### src/rtl/uart_tx.sv
// ----------------------------------------------------------------------------
// uart_tx - UART transmitter, transmit-side partner of the UART receiver.
//
// Sends one byte per request as: start bit (0), 8 data bits LSB first,
// odd parity bit (XNOR of the data bits), stop bit (1). Each bit is held for
// BAUD_CLOCKS = CLK_FREQ / BAUD_RATE system clocks.
//
// Configuration macro:
//   UART_TX_PARITY_EN  defined   -> 11-bit frame with parity (8O1)
//                      undefined -> 10-bit frame, no parity bit (8N1)
//
// Ports:
//   clk      system clock, all state on the rising edge
//   Reset_n  asynchronous active-low reset (line returns high immediately)
//   Send     transmit request, level-based 4-phase handshake
//   Din      byte to send, captured on the IDLE -> START transition only
//   Sout     registered serial line, idles high
//   Busy     high in every state except IDLE
//   Sent     frame-complete acknowledge, high only in ACK
// ----------------------------------------------------------------------------
module uart_tx #(
    parameter int CLK_FREQ  = 100_000_000,
    parameter int BAUD_RATE = 19_200
) (
    input  logic       clk,
    input  logic       Reset_n,
    input  logic       Send,
    input  logic [7:0] Din,
    output logic       Sout,
    output logic       Busy,
    output logic       Sent
);

    localparam int BAUD_CLOCKS = CLK_FREQ / BAUD_RATE;
    localparam int CNT_W       = (BAUD_CLOCKS > 1) ? $clog2(BAUD_CLOCKS) : 1;
    localparam logic [CNT_W-1:0] CNT_LAST = CNT_W'(BAUD_CLOCKS - 1);

    typedef enum logic [2:0] {
        IDLE   = 3'd0,
        START  = 3'd1,
        DATA   = 3'd2,
`ifdef UART_TX_PARITY_EN
        PARITY = 3'd3,
`endif
        STOP   = 3'd4,
        ACK    = 3'd5
    } state_t;

    state_t           state_r;
    logic [CNT_W-1:0] baud_cnt_r;
    logic [2:0]       bit_idx_r;
    logic [7:0]       data_r;
    logic             sout_r;
    logic             bit_done_s;
`ifdef UART_TX_PARITY_EN
    logic             parity_r;
`endif

    // Odd parity as the receiver checks it: bit is 1 when the data has an
    // even number of ones.
    function automatic logic odd_parity(input logic [7:0] d);
        return ~^d;
    endfunction

    assign bit_done_s = (baud_cnt_r == CNT_LAST);

    assign Sout = sout_r;
    assign Busy = (state_r != IDLE);
    assign Sent = (state_r == ACK);

    // Frame sequencer: state, baud timer, bit index, shift register and the
    // registered serial line all move together on each edge.
    always_ff @(posedge clk or negedge Reset_n) begin
        if (!Reset_n) begin
            state_r    <= IDLE;
            baud_cnt_r <= '0;
            bit_idx_r  <= 3'd0;
            data_r     <= 8'd0;
            sout_r     <= 1'b1;
`ifdef UART_TX_PARITY_EN
            parity_r   <= 1'b0;
`endif
        end else begin
            case (state_r)
                IDLE: begin
                    baud_cnt_r <= '0;
                    bit_idx_r  <= 3'd0;
                    if (Send) begin
                        data_r   <= Din;
`ifdef UART_TX_PARITY_EN
                        parity_r <= odd_parity(Din);
`endif
                        sout_r   <= 1'b0;
                        state_r  <= START;
                    end else begin
                        sout_r   <= 1'b1;
                    end
                end
                START: begin
                    if (bit_done_s) begin
                        baud_cnt_r <= '0;
                        bit_idx_r  <= 3'd0;
                        sout_r     <= data_r[0];
                        state_r    <= DATA;
                    end else begin
                        baud_cnt_r <= baud_cnt_r + 1'b1;
                    end
                end
                DATA: begin
                    if (bit_done_s) begin
                        baud_cnt_r <= '0;
                        // Shift so the next bit is always at data_r[0]; the
                        // line is loaded from data_r[1] = next bit pre-shift.
                        data_r     <= {1'b0, data_r[7:1]};
                        if (bit_idx_r == 3'd7) begin
`ifdef UART_TX_PARITY_EN
                            sout_r  <= parity_r;
                            state_r <= PARITY;
`else
                            sout_r  <= 1'b1;
                            state_r <= STOP;
`endif
                        end else begin
                            bit_idx_r <= bit_idx_r + 3'd1;
                            sout_r    <= data_r[1];
                        end
                    end else begin
                        baud_cnt_r <= baud_cnt_r + 1'b1;
                    end
                end
`ifdef UART_TX_PARITY_EN
                PARITY: begin
                    if (bit_done_s) begin
                        baud_cnt_r <= '0;
                        sout_r     <= 1'b1;
                        state_r    <= STOP;
                    end else begin
                        baud_cnt_r <= baud_cnt_r + 1'b1;
                    end
                end
`endif
                STOP: begin
                    if (bit_done_s) begin
                        baud_cnt_r <= '0;
                        sout_r     <= 1'b1;
                        state_r    <= ACK;
                    end else begin
                        baud_cnt_r <= baud_cnt_r + 1'b1;
                    end
                end
                ACK: begin
                    baud_cnt_r <= '0;
                    sout_r     <= 1'b1;
                    // Hold the acknowledge until the requester drops Send.
                    if (!Send) begin
                        state_r <= IDLE;
                    end else begin
                        state_r <= ACK;
                    end
                end
                default: begin
                    baud_cnt_r <= '0;
                    bit_idx_r  <= 3'd0;
                    sout_r     <= 1'b1;
                    state_r    <= IDLE;
                end
            endcase
        end
    end

endmodule
### config.mk
export PLATFORM = sky130hd
export DESIGN_NAME = uart_tx
export DESIGN_NICKNAME = d
export VERILOG_FILES = /design/src/rtl/uart_tx.sv
export SDC_FILE = /design/constraint.sdc
export NUM_CORES = 1
export LEC_CHECK = 0
export ABC_AREA = 1
export BUFFER_PORTS_ARGS = -buffer_cell sky130_fd_sc_hd__buf_4
export CORE_ASPECT_RATIO = 0.6
export CORE_MARGIN = 1
export CORE_UTILIZATION = 44
export CTS_CLUSTER_SIZE = 16
export DETAILED_ROUTE_END_ITERATION = 16
export PLACE_DENSITY = 0.63
export SLEW_MARGIN = 25
export SYNTH_ARGS = -nofsm -noshare
export SYNTH_HDL_FRONTEND = slang
export SYNTH_SLANG_ARGS = --single-unit
### constraint.sdc
create_clock -name clk -period 1.8 [get_ports clk]
set_input_delay 0.09 -clock clk [delete_from_list [all_inputs] [get_ports clk]]
set_output_delay 0.09 -clock clk [all_outputs]
set_load 0.05 [all_outputs]
==> flow_summary.yaml <==
setup_path:
  crit_arrival_ns: 1.79
  path_class: "reg2reg"
  rr_startpoint: "baud_cnt_r[0]"
  cpLargestDelayFamily: "simple AND/OR/NAND/NOR gates"
  slowest_stage: "dfrtp_2"
  worstPathCellList: "ha_1 > nand2_1 > nor2_1 > nand3_2 > nand2_2 > inv_1 > nand2_1 > nor2_1"
  cp.depth: 8
  cp.buffers_inverters: 1
  slowest_delay_ns: 0.42
  rr_worst_depth: 8
  rrSetupSlack_ns: 0.18
  required_ns: 1.98
  worst_setup_path_start_kind: "flop"
  worstSetupEndpointType: "flop"
  path_max_fanout: 12
  r2r_end: "baud_cnt_r[12]"
min_path:
  whs_path_depth: 5
  min-delay-start: "Din[2]"
  min_to: "data_r[2]"
  hold_path_class: "in2reg"
logic_synthesis:
  yosysWarnings: 0
  async_flop_share: 1.00
  seq_area_frac_synth: 0.430
  ys_ff_latch: 28
  syn_inst: 223
  synth-main-ff-cell: "dfrtp_1"
  synth_cell_types: 28
  synth_edf_count: 0
  avgSynthCellArea_um2: 7.33
  netlist_area_um2: 1630
  synth_nets: 237
global_route:
  grt_start_max_net_pins: 29
  gr-usage-all-layers: 0.207
  grt_overflow: 0
  grt_first_pass_wirelength_mm: 6.31
  grt_pass1_vias: 1317
  antenna_found_initial: 0
timing:
  rsz0062_at_grt: "false"
  period_minus_slack_ns: 1.62
  relSlewSlack: 0.581
  fin_tns_setup_ns: 0
  worstMarginPinSlew_ns: 0.629
  finalMaxSlewViolations: 0
  max_freq_mhz: 619
  setup_violations: 0
  finClkSkew_ns: 0.00234
  period_share: 0.897
  hold_viol: 0
placed_design:
  gp_congestion: 0.858
  numPortBuffers: 13
  dp.cells: 280
  dp_hpwl_mm: 2.73
detailed_routing:
  drc: 0
  drt_iter0_markers: 108
  viasPerCell: 5.09
  routed_wl_mm: 3.61
  drtAntennaViolNets: 0
  vias: 1450
  dr.pass1.iters: 5
  drt-wirelength-per-cell_um: 12.7
clock_tree:
  cts_sinks: 28
  clockRootBuffer: "clkbuf_8"
  h-tree-depth: 1
  cts_tree: "yes"
  clock_latency_ns: 0.28
  cts_buffers: 3
  clk_pin_slew_ns: 0.10
  postCtsSetupBuffers: 0
  ctsLongestPathBuffers: 2
finish:
  syn_to_final_growth_pct: 13.6
  nets: 255
  final_cell_mix: "nand2_1, dfrtp_1, inv_1"
  final_common_cell: "nand2_1"
  layout.cells.non_filler: 285
  diodes: 0
  fillCellCount: 319
  layout-drive-gt1-share: 0.150
power_and_ir_drop:
  p_leak_uw: 0.000914
  power-per-cell-area_nw_per_um2: 1490
  ir_drop_v: 0.000658
die:
  die_x_um: 80.7
  core_area_um2: 3400
  dieArea_um2: 3970
  ios: 14
  die_h_um: 49.2
  initial_core_util: 0.480
  row_count: 16
status:
  outcome: "complete, no violations"
job:
  cap_violations: 0
==> sequential cells by signal, summed over array words and instances, names as in the netlist <==
| name | flops |
|---|---|
| state_r | 3 |
| baud_cnt_r | 13 |
| bit_idx_r | 3 |
| data_r | 8 |
| Sout | 1 |
==> cell usage after synthesis (3+ instances only) <==
library cell,count,share of area
nand2_2,4,0.015
nor2_1,18,0.041
nor3_1,10,0.031
dfrtp_1,27,0.41
nor2_2,3,0.011
o21ai_0,7,0.021
ha_1,3,0.023
nand3_1,9,0.028
buf_6,3,0.021
inv_1,22,0.051
nand2_1,83,0.19
a21oi_1,5,0.015
nand4_1,12,0.046
==> routing by layer <==
metal  vias up  track usage  routed length (um)
met5         -            0                   0
met4         0       0.0268                   0
met3         0       0.0579                 213
met2        51        0.254                1290
met1       643        0.351                2100
li1        756            -                   -
==> final cells by class <==
type                    count  area [um2]  share of cell area
repair buffers             17         130              0.0701
clock buffers               3        41.3              0.0222
flip-flops and latches     28         703               0.379
well taps                  45        56.3              0.0303
inverters                  24        90.1              0.0485
multi-input cells         167         806               0.434
clock inverters             1        30.0              0.0162
==> tightest hold or removal path: stages <==
cell     delay [ns]
buf_4          0.08
nand2_1        0.04
nand2_1        0.05
nand4_1        0.08
nand2_1        0.07
==> what timing repair did <==
item	in CTS	in global routing
resized for setup	0	2
endpoints found under the hold margin	27	0
setup endpoints to repair	0	10
hold buffers	1	0
==> worst max-delay path by stage <==
| stage | from | to |
|---|---|---|
| after floorplan | baud_cnt_r[0] | data_r[0] |
| after global placement | baud_cnt_r[0] | data_r[0] |
| after detailed placement | baud_cnt_r[0] | data_r[0] |
| after CTS | baud_cnt_r[0] | data_r[0] |
| after global routing | baud_cnt_r[0] | data_r[5] |
| final | baud_cnt_r[0] | baud_cnt_r[12] |
==> per-stage QoR <==
| stage | utilization | total power (uW) | setup WS (ns) | instance area, um2 | hold WS, ns |
|---|---|---|---|---|---|
| 6_report | 0.546 | 2760 | 0.185 | 1860 | 0.164 |
| 5_1_grt | 0.546 | 3020 | 0.00112 | 1860 | 0.186 |
| 4_1_cts | 0.544 | 2760 | 0.105 | 1850 | 0.151 |
| 3_5_place_dp | 0.520 | 2250 | 0.131 | 1770 | 0.0404 |
| 3_3_place_gp | 0.520 | 2260 | 0.215 | 1770 | 0.0393 |
| 2_1_floorplan | - | 1980 | 0.374 | 1630 | -0.206 |
==> power by group <==
| group | internal [uW] | switching [uW] | leakage (uW) | total (uW) |
|---|---|---|---|---|
| Clock | 298 | 210 | 0.0000357 | 508 |
| Sequential | 809 | 124 | 0.000368 | 933 |
| Combinational | 416 | 904 | 0.000510 | 1320 |
| Total | 1520 | 1240 | 0.000914 | 2760 |
==> logic make-up (layout without fill, tap and decap cells) <==
| group | Yosys count | in the layout | synth area share |
|---|---|---|---|
| flops | 28 | 28 | 0.430 |
| xor+xnor | 1 | 1 | 0.00536 |
| fa+ha+maj | 3 | 3 | 0.0230 |
| buf+inv | 28 | 45 | 0.0804 |
| simple gates | 147 | 147 | 0.408 |
| compound gates | 16 | 16 | 0.0536 |
Note: power is estimated with default switching activity, not from simulation.
